--- src/rtl/mux_arb_reg_pkg.sv ---
// rtl/mux_arb_reg_pkg.sv - shared mode encodings and width helper for mux_arb_reg
package mux_arb_reg_pkg;

  localparam logic MODE_SEL = 1'b0;
  localparam logic MODE_RR  = 1'b1;

  // Index width for n channels; never narrower than one bit
  function automatic int sel_width(input int n);
    return (n <= 2) ? 1 : $clog2(n);
  endfunction

endpackage

--- src/rtl/mux_arb_reg_if.sv ---
// rtl/mux_arb_reg_if.sv - channel-side and sink-side handshake bundle for mux_arb_reg
interface mux_arb_reg_if #(
  parameter int NB   = 32,
  parameter int N_IN = 4
);
  import mux_arb_reg_pkg::*;

  localparam int NB_SELECT = sel_width(N_IN);

  logic [N_IN*NB-1:0]   i_data;
  logic [N_IN-1:0]      i_valid;
  logic [N_IN-1:0]      o_ready;
  logic [NB-1:0]        o_data;
  logic                 o_valid;
  logic                 i_ready;
  logic [NB_SELECT-1:0] o_grant;

  // Selector side
  modport slave (
    input  i_data, i_valid, i_ready,
    output o_ready, o_data, o_valid, o_grant
  );

  // Sources and sink side
  modport master (
    output i_data, i_valid, i_ready,
    input  o_ready, o_data, o_valid, o_grant
  );

endinterface

--- src/rtl/mux_arb_reg_rr_priority_pick.sv ---
// rtl/mux_arb_reg_rr_priority_pick.sv - combinational round-robin winner search after last index
module rr_priority_pick #(
  parameter int N = 4,
  parameter int W = 2
) (
  input  logic [N-1:0] req_i,
  input  logic [W-1:0] last_i,
  output logic [W-1:0] winner_o,
  output logic         any_o
);

  // Scan from last+1 upward with wrap; the first requester found wins
  always_comb begin
    logic         found;
    int           idx;
    logic [W-1:0] idx_w;
    found    = 1'b0;
    idx      = 0;
    idx_w    = '0;
    winner_o = '0;
    for (int i = 1; i <= N; i++) begin
      idx   = (int'(last_i) + i) % N;
      idx_w = W'(idx);
      if (!found && req_i[idx_w]) begin
        winner_o = idx_w;
        found    = 1'b1;
      end
    end
    any_o = |req_i;
  end

endmodule

--- src/rtl/mux_arb_reg.sv ---
// rtl/mux_arb_reg.sv - registered N-input selector, explicit select or round-robin
module mux_arb_reg
  import mux_arb_reg_pkg::*;
#(
  parameter int NB        = 32,
  parameter int N_IN      = 4,
  parameter int NB_SELECT = sel_width(N_IN)
) (
  input  logic                 i_clk,
  input  logic                 i_reset,
  input  logic                 i_mode,
  input  logic [NB_SELECT-1:0] i_SEL,
  mux_arb_reg_if.slave         bus
);

  // Select index can address past N_IN; padding makes those slots read as not-valid
  localparam int N_PAD = 1 << NB_SELECT;

  logic [NB-1:0]        data_q,  data_d;
  logic [NB_SELECT-1:0] grant_q, grant_d;
  logic [NB_SELECT-1:0] last_q,  last_d;
  logic                 valid_q, valid_d;

  logic [NB_SELECT-1:0] rr_winner;
  logic                 rr_any;
  logic [N_PAD-1:0]     valid_pad;
  logic [NB_SELECT-1:0] cand;
  logic                 grant_ok;
  logic                 load_en;
  logic [NB-1:0]        sel_data;
  logic [N_IN-1:0]      ready_c;

  rr_priority_pick #(
    .N (N_IN),
    .W (NB_SELECT)
  ) u_pick (
    .req_i    (bus.i_valid),
    .last_i   (last_q),
    .winner_o (rr_winner),
    .any_o    (rr_any)
  );

  // Arbitration, accept strobes and next state of the output register
  always_comb begin
    valid_pad = N_PAD'(bus.i_valid);
    load_en   = ~valid_q | bus.i_ready;

    if (i_mode == MODE_RR) begin
      cand     = rr_winner;
      grant_ok = rr_any;
    end else begin
      cand     = i_SEL;
      grant_ok = valid_pad[i_SEL];
    end

    sel_data = '0;
    ready_c  = '0;
    for (int k = 0; k < N_IN; k++) begin
      if (cand == NB_SELECT'(k)) begin
        sel_data   = bus.i_data[k*NB +: NB];
        ready_c[k] = ~i_reset & load_en & grant_ok;
      end
    end

    data_d  = data_q;
    grant_d = grant_q;
    last_d  = last_q;
    valid_d = valid_q;
    if (load_en) begin
      if (grant_ok) begin
        data_d  = sel_data;
        grant_d = cand;
        last_d  = cand;
        valid_d = 1'b1;
      end else begin
        valid_d = 1'b0;
      end
    end
  end

  // Output register and round-robin pointer; reset points last at N_IN-1 so channel 0 leads
  always_ff @(posedge i_clk) begin
    if (i_reset) begin
      data_q  <= '0;
      grant_q <= '0;
      last_q  <= NB_SELECT'(N_IN - 1);
      valid_q <= 1'b0;
    end else begin
      data_q  <= data_d;
      grant_q <= grant_d;
      last_q  <= last_d;
      valid_q <= valid_d;
    end
  end

  assign bus.o_ready = ready_c;
  assign bus.o_data  = data_q;
  assign bus.o_valid = valid_q;
  assign bus.o_grant = grant_q;

endmodule

--- src/flat_wrapper.sv ---
// flat-port wrapper written by rule: the top's interface ports become plain ports
module mux_arb_reg_flat import mux_arb_reg_pkg::*;
#(
  parameter int NB        = 32,
  parameter int N_IN      = 4,
  parameter int NB_SELECT = sel_width(N_IN)
)
  (i_clk, i_reset, i_mode, i_SEL, bus_i_data, bus_i_valid, bus_i_ready, bus_o_ready, bus_o_data, bus_o_valid, bus_o_grant);
  mux_arb_reg_if #(.NB(NB), .N_IN(N_IN)) bus_i ();
  input  logic i_clk;
  input  logic i_reset;
  input  logic i_mode;
  input  logic [NB_SELECT-1:0] i_SEL;
  input wire logic [$bits(bus_i.i_data)-1:0] bus_i_data;
  input wire logic [$bits(bus_i.i_valid)-1:0] bus_i_valid;
  input wire logic [$bits(bus_i.i_ready)-1:0] bus_i_ready;
  output wire logic [$bits(bus_i.o_ready)-1:0] bus_o_ready;
  output wire logic [$bits(bus_i.o_data)-1:0] bus_o_data;
  output wire logic [$bits(bus_i.o_valid)-1:0] bus_o_valid;
  output wire logic [$bits(bus_i.o_grant)-1:0] bus_o_grant;
  assign bus_i.i_data = bus_i_data;
  assign bus_i.i_valid = bus_i_valid;
  assign bus_i.i_ready = bus_i_ready;
  assign bus_o_ready = bus_i.o_ready;
  assign bus_o_data = bus_i.o_data;
  assign bus_o_valid = bus_i.o_valid;
  assign bus_o_grant = bus_i.o_grant;
  mux_arb_reg #(.NB(NB), .N_IN(N_IN), .NB_SELECT(NB_SELECT)) u_core (.i_clk(i_clk), .i_reset(i_reset), .i_mode(i_mode), .i_SEL(i_SEL), .bus(bus_i));
endmodule
--- config.mk ---
export PLATFORM = sky130hd
export DESIGN_NAME = mux_arb_reg_flat
export DESIGN_NICKNAME = d
export VERILOG_FILES = /design/src/rtl/mux_arb_reg_pkg.sv /design/src/rtl/mux_arb_reg_if.sv /design/src/rtl/mux_arb_reg_rr_priority_pick.sv /design/src/rtl/mux_arb_reg.sv /design/src/flat_wrapper.sv
export SDC_FILE = /design/constraint.sdc
export NUM_CORES = 1
export LEC_CHECK = 0
export CORE_AREA = 2 2 105 66
export DETAILED_ROUTE_END_ITERATION = 8
export DIE_AREA = 0 0 107 68
export PLACE_DENSITY = 0.95
export SLEW_MARGIN = 10
export SYNTH_ARGS = -nofsm -noshare
export SYNTH_HDL_FRONTEND = slang
export SYNTH_HIERARCHICAL = 1
export SYNTH_SLANG_ARGS = --single-unit
export TNS_END_PERCENT = 10
--- constraint.sdc ---
create_clock -name i_clk -period 6.3 [get_ports i_clk]
set_input_delay 1.26 -clock i_clk [delete_from_list [all_inputs] [get_ports i_clk]]
set_output_delay 1.26 -clock i_clk [all_outputs]
set_load 0.005 [all_outputs]
# After elaboration in Yosys (flattened, before gate mapping)
# Cells that the tools add are included.
# W data, S select, Z words.
dict set report word_totals {
  word_cells 58
  ram_bits 0
  input_bits 138
  latch_bits 0
  memories 0
  ff_bits 37
  output_inout_bits 39
  rom_bits 0
}
dict set report classes {
  div_mod_pow 0
  mul 0
  order_cmp 5
  bitwise_logic 5
  reduce_logical 9
  mux 28
  add_sub_neg 4
  eq_ne 3
  n_shift 0
}
# operator n
set ops {}
lappend ops {{$mux W32} 4}
lappend ops {{$lt A2 B3 Y1 const B} 5}
lappend ops {{$mux W1} 14}
lappend ops {{$bmux W1 S2} 5}
lappend ops {{$mux W2} 5}
lappend ops {{$add A2 B1 Y2 const B} 2}
lappend ops {{$add A2 B2 Y2 const B} 2}
lappend ops {{$eq A2 B2 Y1 const B} 2}
lappend ops {{$reduce_or A4 Y1} 1}
lappend ops {{$logic_and A1 B1 Y1} 3}
lappend ops {{$logic_not A1 Y1} 3}
lappend ops {{$and A1 B1 Y1} 2}
lappend ops {{$eq A2 B1 Y1 const B} 1}
lappend ops {{$logic_not A2 Y1} 1}
lappend ops {{$not A1 Y1} 2}
lappend ops {{$reduce_and A2 Y1} 1}
lappend ops {{$or A1 B1 Y1} 1}

# Logic depth before layout (Yosys ltp)
# Gate-level depths: netlist of run 1.
dict set report depth {
  ltp_word 19
  mapped_depth 8
  mapped_depth_nobuf 6
}

# Hierarchy
# The synthesis of run 1 kept the hierarchy.
# module area_per_inst_um2 cells_each seq_area_each_um2 instances
set modules_own_cells {}
lappend modules_own_cells {mux_arb_reg 2088.3 142 740.7 1}
lappend modules_own_cells {rr_priority_pick 81.3 14 0.0 1}

# Worst setup path before layout of run 1
# No wires, ideal clock.
dict set report synth_path {
  path_kind {input-to-output}
  startpoint {input port i_SEL[0]}
  endpoint {output port bus_o_ready[3]}
  stages 4
  setup_slack_ns 2.714
  arrival_ns 2.326
  path_cell_list {mux2i_1 > a221o_2 > nor3_4 > nor3b_2}
}
dict set report synth_via {
  elab_chain_len 5
  elab_cells_between_ends 7
}
# item line
set synth_rtl {}
lappend synth_rtl {{start, declared} flat_wrapper.sv:13} ;# input logic [NB_SELECT-1:0] i_SEL;
lappend synth_rtl {{$bmux W1 S2} mux_arb_reg.sv:53} ;# grant_ok = valid_pad[i_SEL];
lappend synth_rtl {{$mux W1 (not written as such)} mux_arb_reg.sv:53}
lappend synth_rtl {{$mux W1} mux_arb_reg.sv:48} ;# if (i_mode == MODE_RR) begin
lappend synth_rtl {{$and A1 B1 Y1} mux_arb_reg.sv:61} ;# ready_c[k] = ~i_reset & load_en & grant_ok;
lappend synth_rtl {{$mux W1 *} mux_arb_reg.sv:59} ;# if (cand == NB_SELECT'(k)) begin
lappend synth_rtl {{end, declared} flat_wrapper.sv:17} ;# output wire logic [$bits(bus_i.o_ready)-1:0] bus_o_ready;
# Mark *: on every way between the ends. The rest lies on a longest branch, timed or not. The select of a mux whose other input is x is not followed.

# Worst setup path in the final report of run 1
dict set report layout_path {
  startpoint {input port bus_i_valid[0]}
  endpoint {output port bus_o_ready[0]}
}
dict set report layout_via {
  elab_chain_len 15
  elab_cells_between_ends 29
}
# item line
set layout_rtl {}
lappend layout_rtl {{start, declared} flat_wrapper.sv:15} ;# input wire logic [$bits(bus_i.i_valid)-1:0] bus_i_valid;
lappend layout_rtl {{$bmux W1 S2} mux_arb_reg_rr_priority_pick.sv:24} ;# if (!found && req_i[idx_w]) begin
lappend layout_rtl {{$mux W1 (not written as such)} mux_arb_reg_rr_priority_pick.sv:24}
lappend layout_rtl {{$mux W1} mux_arb_reg_rr_priority_pick.sv:24}
lappend layout_rtl {{$logic_not A1 Y1} mux_arb_reg_rr_priority_pick.sv:24}
lappend layout_rtl {{$logic_and A1 B1 Y1} mux_arb_reg_rr_priority_pick.sv:24}
lappend layout_rtl {{$mux W1} mux_arb_reg_rr_priority_pick.sv:24}
lappend layout_rtl {{$logic_not A1 Y1} mux_arb_reg_rr_priority_pick.sv:24}
lappend layout_rtl {{$logic_and A1 B1 Y1} mux_arb_reg_rr_priority_pick.sv:24}
lappend layout_rtl {{$mux W1} mux_arb_reg_rr_priority_pick.sv:24}
lappend layout_rtl {{$logic_not A1 Y1} mux_arb_reg_rr_priority_pick.sv:24}
lappend layout_rtl {{$logic_and A1 B1 Y1} mux_arb_reg_rr_priority_pick.sv:24}
lappend layout_rtl {{$mux W2 *} mux_arb_reg_rr_priority_pick.sv:24}
lappend layout_rtl {{named net u_core.rr_winner[1]} mux_arb_reg.sv:24} ;# logic [NB_SELECT-1:0] rr_winner;
lappend layout_rtl {{$mux W2 *} mux_arb_reg.sv:48}
lappend layout_rtl {{$logic_not A2 Y1 *} mux_arb_reg.sv:59}
lappend layout_rtl {{$mux W1 *} mux_arb_reg.sv:59}
# Mark *: on every way through the listed nets, which the timed path passes. The rest lies on a longest branch. The select of a mux whose other input is x is not followed.

==> impl_metrics.tcl, run 1 <==
set metrics [dict create \
    cp.depth 7 \
    critical_path_buf_inv_count 2 \
    cap_violations 0 \
    cts_buffers 5 \
    ys_top_cells_by_area "dfxtp_1, mux4_2, a22o_1" \
    crit_end "bus_o_ready[0]" \
    cp_data_required_time_ns 5.04 \
    timing.fmax_mhz 208 \
    ir_worst_vdd_mv 0.0796 \
    postSynthCellCount 156 \
    finalHoldViolCount 0 \
    synth_compound_area_share_pct 19.0 \
    leakage_nw 1.50 \
    crit_path_max_incr_delay_ns 0.57 \
    synth_top_area_share_pct 34.1 \
    antenna_found_initial 0 \
    worst_pin_slew_ns 0.880 \
    synth_nets 294 \
    gp_congestion 0.810 \
    status "finished clean" \
    setup_viol 0 \
    synthAdderAreaFrac_pct 0 \
    r2r-end "u_core/bus.o_data[21]$_SDFFE_PP0P_" \
    cts_buffer_depth 2 \
    drive_gt1_share_pct 15.5 \
    cp_top_family "buffers and inverters" \
    dp.final_hpwl_um 5820 \
    ff2ff_path_depth 7 \
    r2r-start "u_core/last_q[1]$_SDFFE_PP1P_" \
    rsz0062_at_grt "false" \
    postCtsSetupBuffers 0 \
    wl_per_cell_um 17.5 \
    root_buffer "clkbuf_8" \
    ys_seq_elements 37 \
    synth_top_family_by_area "multiplexers" \
    synth-async-reset-ratio_pct 0 \
    p_clk_share_pct 19.6 \
    startpoint "bus_i_valid[0]" \
    worstPathMaxFanout 21 \
    syn-cell-area_um2 2170 \
    synth_mux_area_share_pct 35.1 \
    core_area_um2 6420 \
    yosysMostFrequentCell "dfxtp_1" \
    htree_num_levels 2 \
    die_x_um 107 \
    p_seq_share_pct 38.3 \
    hp-class "reg -> reg" \
    finalMaxSlewViolations 0 \
    maxSlewHeadroom_pct 41.2 \
    synthSimpleGateAreaFrac_pct 5.36 \
    synthToLayoutAreaGrowth_pct 86.6 \
    synth.distinct_cells 28 \
    skew_ns 0.00239 \
    die_area_um2 7280 \
    ctsHoldBuffers 0 \
    switching_share_pct 25.7 \
    critical_path_class "in -> out" \
    yosys_warnings 6 \
    grt_usage_pct 19.4 \
    clk_pin_slew_worst_paths_ns 0.07 \
    synth_top_area_cell "dfxtp_1" \
    initialDrtViolationCount 74 \
    die_h_um 68 \
    setup_tns_ns 0 \
    post-route-period-util_pct 76.4 \
    fin_util_pct 63.1 \
    grt_pass1_wl_um 11000 \
    final_nets 467 \
    switchingPower_w 0.000190 \
    period_needed_ns 4.81 \
    synth_edf_count 0 \
    grt_max_degree 33 \
    endpoint_kind "output port" \
    crit_path_cell_trace "clkdlybuf4s50_1, a21oi_1, a31oi_1, a21oi_1, a21oi_4, and3_1, clkdlybuf4s50_1" \
    firstDrtPassIters 4 \
    wl_um 7260 \
    rrSetupSlack_ns 3.76 \
    worst_skew_pair.late_latency_ns 0.27 \
    cts_resized 0 \
    vias 2168 \
    drc_errors 0 \
    p_comb_share_pct 42.1 \
    cts_tree "built" \
    arrival_ns 3.55 \
    start_kind "primary input" \
    yosys-top-cells-count "dfxtp_1, a22o_1, mux4_2" \
    ant_nets 0 \
    n_antenna_cell 0 \
    viasPerCell 5.22 \
    clock-sinks 37 \
    ys.flop_type "dfxtp_1" \
    fp-row-count 23 \
    crit_path_top_delay_cell "a21oi_4" \
    io_buffers 176 \
    ios 177 \
    synth_seq_area_share_pct 34.1 \
    synth_xor_area_share_pct 0 \
    first_global_vias 2290 \
    initial_core_util_pct 33.8 \
    globalRouteOverflowTotal 0 \
    intPower_w 0.000549 \
    syn_avg_cell_area_um2 13.9 \
    powerDensity_nw_per_um2 182 \
]
==> state kept, by name, summed over array words and instances (netlist names) <==
signal	flops
u_core/bus.o_valid	1
u_core/bus.o_data	32
u_core/last_q	2
u_core/bus.o_grant	2
==> cells by family (layout without fill, tap and decap cells) <==
family / after synthesis / count (layout)
flip-flops: 37 / 37
AND/OR/NAND/NOR: 17 / 17
AO/OA/AOI/OAI: 50 / 50
multiplexers: 36 / 36
buffers and inverters: 16 / 188
==> worst register-to-register path: stages (launching register included) <==
cell	delay [ns]
dfxtp_1	0.47
a21oi_1	0.13
a31oi_1	0.18
a21oi_1	0.13
a21oi_4	0.57
buf_4	0.40
mux4_2	0.36
a22o_1	0.19
==> cells in the final DEF (no fill, tap or decap) <==
cell type,count
a21oi_1,6
a21oi_4,2
a221o_2,1
a221oi_2,1
a22o_1,32
a311oi_1,2
a31oi_1,1
and2b_1,1
and3_1,1
and3b_1,2
buf_4,4
clkbuf_8,5
clkdlybuf4s50_1,176
clkinv_2,1
dfxtp_1,37
inv_1,2
mux2i_1,3
mux2i_4,1
mux4_2,32
nand2_1,3
nand2b_1,2
nor2_1,3
nor2b_1,2
nor2b_2,1
nor3_4,1
nor3b_2,1
o21ai_0,2
o221ai_2,1
o311ai_0,2
==> per-layer routing <==
layer | vias up | track usage [%] | part of all wire [%]
li1 | 1005 | - | -
met5 | - | 0 | 0
met1 | 1049 | 23.2 | 40
met3 | 6 | 6.38 | 9.1
met4 | 0 | 6.17 | 0.87
met2 | 108 | 33.8 | 50
==> power by group through the flow <==
| stage | combinational (W) | sequential [W] | clock (W) |
|---|---|---|---|
| CTS | 0.000315 | 0.000283 | 0.000152 |
| global route | 0.000332 | 0.000287 | 0.000158 |
| finish | 0.000311 | 0.000283 | 0.000144 |
| detailed placement | 0.000313 | 0.000288 | 0 |
| global placement | 0.000305 | 0.000287 | 0 |
| floorplan | 0.000146 | 0.000288 | 0 |
==> final cells by class <==
class / count / area [um2]
clock buffer: 5 / 68.8
clock inverter: 1 / 5.00
fill: 505 / 2370
inverter: 2 / 7.51
multi-input combinational: 103 / 1330
sequential: 37 / 741
tap: 87 / 109
timing repair buffer: 180 / 1790
==> worst min-delay path by stage <==
stage                                       startpoint                            endpoint  slack [ns]  cells after the start
floorplan            u_core/bus.o_data[9]$_SDFFE_PP0P_   u_core/bus.o_data[9]$_SDFFE_PP0P_        0.47                      1
global placement    u_core/bus.o_data[27]$_SDFFE_PP0P_  u_core/bus.o_data[27]$_SDFFE_PP0P_        0.46                      1
detailed placement   u_core/bus.o_data[2]$_SDFFE_PP0P_   u_core/bus.o_data[2]$_SDFFE_PP0P_        0.46                      1
CTS                 u_core/bus.o_data[19]$_SDFFE_PP0P_  u_core/bus.o_data[19]$_SDFFE_PP0P_        0.48                      1
global route        u_core/bus.o_data[19]$_SDFFE_PP0P_  u_core/bus.o_data[19]$_SDFFE_PP0P_        0.49                      1
finish              u_core/bus.o_data[19]$_SDFFE_PP0P_  u_core/bus.o_data[19]$_SDFFE_PP0P_        0.48                      1
==> through the flow <==
stage               setup slack [ns]  instances  instance area, um2  power (W)  hold slack [ns]
global route                    1.41        415                4050   0.000777            0.491
floorplan                       2.71        156                2170   0.000434            0.466
global placement                1.61        409                3970   0.000592            0.460
CTS                             1.50        415                4050   0.000750            0.483
finish                          1.49        415                4050   0.000739            0.477
detailed placement              1.50        409                3970   0.000601            0.463
Note: power is estimated with default switching activity, not from simulation.
==> run 2, diff against run 1 <==
--- a/config.mk
+++ b/config.mk
@@ -5,10 +5,10 @@
 export SDC_FILE = /design/constraint.sdc
 export NUM_CORES = 1
 export LEC_CHECK = 0
-export CORE_AREA = 2 2 105 66
+export CORE_AREA = 2 2 113 71
 export DETAILED_ROUTE_END_ITERATION = 8
-export DIE_AREA = 0 0 107 68
-export PLACE_DENSITY = 0.95
+export DIE_AREA = 0 0 115 73
+export PLACE_DENSITY = 0.87
 export SLEW_MARGIN = 10
 export SYNTH_ARGS = -nofsm -noshare
 export SYNTH_HDL_FRONTEND = slang
==> constraint.sdc (replaced) <==
create_clock -name i_clk -period 3.9 [get_ports i_clk]
set_input_delay 0.78 -clock i_clk [delete_from_list [all_inputs] [get_ports i_clk]]
set_output_delay 0.78 -clock i_clk [all_outputs]
set_load 0.005 [all_outputs]
==> run 2 against run 1 <==
Compared with the run above:
- flip-flop and latch count is the same
- final area grew 2.8%
- non-clock buffer count is 4 higher
- worst hold slack gained 0.00087 ns
- clock power grew to 2.7 times the previous value
- via count is 0.14% higher
- first-iteration DRC count is 8.1% lower
- sequential share of layout area down 0.49 points
- total power rose by 83%
- highest routed layer unchanged
==> impl_metrics.tcl, run 2 (same netlist as run 1, synthesis figures left out) <==
set metrics [dict create \
    cts_resized 0 \
    viasPerCell 5.08 \
    finalHoldViolCount 0 \
    fin_util_pct 55.4 \
    clock-sinks 37 \
    skew_ns 0.00336 \
    crit_path_max_incr_delay_ns 0.59 \
    die_area_um2 8400 \
    timing.fmax_mhz 266 \
    die_x_um 115 \
    setup_viol 0 \
    rsz0062_at_grt "false" \
    largest_register_ffs 32 \
    cap_violations 0 \
    synthToLayoutAreaGrowth_pct 91.7 \
    grt_max_degree 33 \
    fillers 644 \
    wl_per_cell_um 17.4 \
    cp_top_family "buffers and inverters" \
    first_global_vias 2367 \
    post-route-period-util_pct 96.5 \
    hp-class "reg -> reg" \
    multi_input_area_um2 1330 \
    firstDrtPassIters 4 \
    root_buffer "clkbuf_16" \
    cts_buffer_depth 2 \
    ir_worst_vdd_mv 0.143 \
    hold_depth 1 \
    wl_um 7430 \
    worst_skew_pair.late_latency_ns 0.27 \
    vias 2171 \
    setup_tns_ns 0 \
    finalMaxSlewViolations 0 \
    fp-row-count 25 \
    globalRouteOverflowTotal 0 \
    dp.final_hpwl_um 6020 \
    clk_pin_slew_worst_paths_ns 0.05 \
    antenna_found_initial 0 \
    seqCellArea_um2 741 \
    critical_path_class "in -> out" \
    final_cell_mix "clkdlybuf4s50_1, dfxtp_1, mux4_2, a22o_1, buf_4" \
    htree_num_levels 2 \
    n_antenna_cell 0 \
    worst_pin_slew_ns 0.938 \
    cts_tree "built" \
    cp_common_cell "clkdlybuf4s50_1" \
    grt_pass1_wl_um 11300 \
    drc_errors 0 \
    critical_path_buf_inv_count 2 \
    final_nets 471 \
    layout_commonest_cell "clkdlybuf4s50_1" \
    ios 177 \
    worstPathMaxFanout 6 \
    core_area_um2 7510 \
    arrival_ns 2.98 \
    leakage_nw 1.55 \
    cts_buffers 5 \
    crit_path_cell_trace "clkdlybuf4s50_1, mux2i_1, a221o_2, nor3_4, nor3b_2, clkdlybuf4s50_1" \
    grt_usage_pct 17.1 \
    io_buffers 176 \
    cp.depth 6 \
    powerDensity_nw_per_um2 326 \
    initial_core_util_pct 28.9 \
    period_needed_ns 3.76 \
    drive_gt1_share_pct 16.8 \
    gp_congestion 0.766 \
    die_h_um 73 \
    status "finished clean" \
    ctsHoldBuffers 0 \
    start_kind "primary input" \
    initialDrtViolationCount 68 \
    postCtsSetupBuffers 0 \
    maxSlewHeadroom_pct 37.3 \
    ant_nets 0 \
    crit_path_top_delay_cell "clkdlybuf4s50_1" \
    cp_data_required_time_ns 3.12 \
    endpoint_kind "output port" \
    ff2ff_path_depth 6 \
]
[run 2: cell types whose count changed in the layout (fill, tap and decap cells not counted)]
cell	change
clkinv_2	-1
clkbuf_8	-4
clkbuf_16	+5
buf_4	+4
clkinvlp_4	+1
[run 2: power breakdown]
part	total, W	switching (W)	internal [W]
Sequential	0.000456	0.0000281	0.000428
Clock	0.000392	0.000142	0.000250
Combinational	0.000506	0.000162	0.000344
[run 2: cell type report]
type,count,area share [%]
Clock inverter,1,0.181
Inverter,2,0.181
Timing Repair Buffer,184,43.8
Multi-Input combinational cell,103,31.9
Clock buffer,6,3.34
Tap cell,94,2.83
Sequential cell,37,17.8
[run 2: path summary, 6_finish.rpt]
path / startpoint / endpoint / slack [ns]
setup / recovery: i_SEL[0] / bus_o_ready[3] / 0.14
hold / removal: u_core/bus.o_data[3]$_SDFFE_PP0P_ / u_core/bus.o_data[3]$_SDFFE_PP0P_ / 0.48
setup reg to reg: u_core/last_q[1]$_SDFFE_PP1P_ / u_core/bus.o_data[9]$_SDFFE_PP0P_ / 1.51
hold reg to reg: u_core/bus.o_data[3]$_SDFFE_PP0P_ / u_core/bus.o_data[3]$_SDFFE_PP0P_ / 0.48
[run 2: metal layers]
layer	GRT usage (%)	vias to the layer above	wire length (um)
li1	-	1010	-
met1	20.4	1050	2930
met2	31.0	107	3700
met3	4.57	4	749
met4	3.88	0	46
met5	0	-	0
[run 2: stage by stage]
stage / worst slack (ns) / hold slack [ns] / instance area [um2] / std cells / total power (W)
after floorplan: 1.27 / 0.466 / 2170 / 156 / 0.000701
after global placement: 0.258 / 0.461 / 4010 / 420 / 0.000962
after detailed placement: 0.149 / 0.463 / 4010 / 420 / 0.000975
after CTS: 0.146 / 0.480 / 4160 / 427 / 0.00138
after global routing: 0.0496 / 0.499 / 4160 / 427 / 0.00143
final: 0.138 / 0.477 / 4160 / 427 / 0.00136
==> run 3, diff against run 2 <==
--- a/config.mk
+++ b/config.mk
@@ -5,10 +5,11 @@
 export SDC_FILE = /design/constraint.sdc
 export NUM_CORES = 1
 export LEC_CHECK = 0
-export CORE_AREA = 2 2 113 71
+export CAP_MARGIN = 40
+export CORE_AREA = 2 2 108 68
 export DETAILED_ROUTE_END_ITERATION = 8
-export DIE_AREA = 0 0 115 73
-export PLACE_DENSITY = 0.87
+export DIE_AREA = 0 0 110 70
+export PLACE_DENSITY = 0.9
 export SLEW_MARGIN = 10
 export SYNTH_ARGS = -nofsm -noshare
 export SYNTH_HDL_FRONTEND = slang
==> constraint.sdc (replaced) <==
create_clock -name i_clk -period 4.1 [get_ports i_clk]
set_input_delay 0.82 -clock i_clk [delete_from_list [all_inputs] [get_ports i_clk]]
set_output_delay 0.82 -clock i_clk [all_outputs]
set_load 0.005 [all_outputs]
==> run 3 against run 2 <==
Compared with the run above:
- flip-flop and latch count is the same
- highest routed layer unchanged
- worst setup slack better by 0.13 ns
- global-route usage is 2.0 points higher
- total power down 14%
- combinational power down 4.9%
- first-iteration DRC count is 7.4% higher
- worst hold slack better by 0.0036 ns
- sequential power decreased by 4.6%
==> impl_metrics.tcl, run 3 (same netlist as run 1, synthesis figures left out) <==
set metrics [dict create \
    status "finished clean" \
    post-place-ws_ns 0.253 \
    worst_skew_pair.late_latency_ns 0.28 \
    worst_pin_slew_ns 0.890 \
    setup_tns_ns 0 \
    io_buffers 176 \
    viasPerCell 5.27 \
    htree_num_levels 2 \
    gp_congestion 0.814 \
    arrival_ns 3.02 \
    core_area_um2 6880 \
    cts_buffers 5 \
    final_cell_mix "clkdlybuf4s50_1, dfxtp_1, mux4_2, a22o_1" \
    firstDrtPassIters 4 \
    n_antenna_cell 0 \
    rsz0062_at_grt "false" \
    maxSlewHeadroom_pct 40.6 \
    final_nets 468 \
    dp.final_hpwl_um 5920 \
    period_needed_ns 3.84 \
    drive_gt1_share_pct 15.8 \
    wl_um 7420 \
    first_global_vias 2412 \
    antenna_found_initial 0 \
    grt_util_met1_pct 21.4 \
    top_usage_layer "met2" \
    grt_pass1_wl_um 11400 \
    fillers 559 \
    postCtsSetupBuffers 0 \
    timing.final.ws_setup_ns 0.264 \
    grt_usage_pct 19.1 \
    cts_buffer_depth 2 \
    finalHoldViolCount 0 \
    clock-sinks 37 \
    grt_max_degree 33 \
    cp_data_required_time_ns 3.28 \
    finalMaxSlewViolations 0 \
    ctsHoldBuffers 0 \
    worstPathMaxFanout 6 \
    die_h_um 70 \
    clk_pin_slew_worst_paths_ns 0.06 \
    start_kind "primary input" \
    timing.fmax_mhz 261 \
    powerDensity_nw_per_um2 286 \
    setup_viol 0 \
    layout_commonest_cell "clkdlybuf4s50_1" \
    cap_violations 0 \
    leakage_nw 1.51 \
    root_buffer "clkbuf_8" \
    post-route-period-util_pct 93.6 \
    ir_worst_vdd_mv 0.125 \
    ant_nets 0 \
    wl_per_cell_um 17.6 \
    critical_path_class "in -> out" \
    initial_core_util_pct 31.6 \
    skew_ns 0.0112 \
    grt_use_met2_pct 34.2 \
    endpoint_kind "output port" \
    fp-row-count 24 \
    cts_resized 0 \
    ios 177 \
    drc_errors 0 \
    initialDrtViolationCount 73 \
    die_x_um 110 \
    grt_use_met3_pct 7.75 \
    cts_tree "built" \
    p_total_w 0.00117 \
    die_area_um2 7700 \
    synthToLayoutAreaGrowth_pct 87.7 \
    globalRouteOverflowTotal 0 \
    hp-class "reg -> reg" \
    vias 2217 \
    largest_register_ffs 32 \
]
## run 3: cell count changes in the layout (fill, tap and decap cells not counted), sizes merged
cell / change
clkbuf: +1
clkinvlp: -1
buf: -3
## run 3: per-stage QoR
step	instance area [um2]	utilization [%]	hold WS, ns	std cells
6_report	4070	59.2	0.481	421
3_5_place_dp	3990	58.0	0.464	414
3_3_place_gp	3990	58.0	0.458	414
5_1_grt	4070	59.2	0.498	421
4_1_cts	4070	59.2	0.484	421
2_1_floorplan	2170	-	0.466	156
## run 3: path summary, 6_finish.rpt
kind / start / endpoint / slack (ns) / depth (start not counted)
setup / recovery: i_mode / bus_o_ready[3] / 0.26 / 6
setup reg to reg: u_core/last_q[1]$_SDFFE_PP1P_ / u_core/bus.o_data[23]$_SDFFE_PP0P_ / 1.65 / 6
hold / removal: u_core/bus.o_data[26]$_SDFFE_PP0P_ / u_core/bus.o_data[26]$_SDFFE_PP0P_ / 0.48 / 1
hold reg to reg: u_core/bus.o_data[26]$_SDFFE_PP0P_ / u_core/bus.o_data[26]$_SDFFE_PP0P_ / 0.48 / 1
## run 3: layer usage
layer  vias to the layer above  share of wire (%)
met5                         -                  0
li1                       1004                  -
met4                         0               0.54
met1                      1065                 37
met3                         6                 14
met2                       142                 49
## run 3: critical path, cell delays in order
cell and delay, ns:
clkdlybuf4s50_1 0.66, nor2b_1 0.18, a221o_2 0.45, nor3_4 0.19
nor3b_2 0.20, clkdlybuf4s50_1 0.52
## run 3: final cells by class
type / count / area, um2 / area share, %
clock buffers: 7 / 86.3 / 2.12
multi-input cells: 103 / 1330 / 32.5
flip-flops and latches: 37 / 741 / 18.2
inverters: 2 / 7.51 / 0.184
repair buffers: 181 / 1800 / 44.2
well taps: 91 / 114 / 2.80
## run 3: power breakdown
group	internal, W	switching, W	total [W]	leakage [nW]
Clock	0.000133	0.000116	0.000249	0.0443
Sequential	0.000407	0.0000280	0.000435	0.307
Combinational	0.000325	0.000156	0.000481	1.16
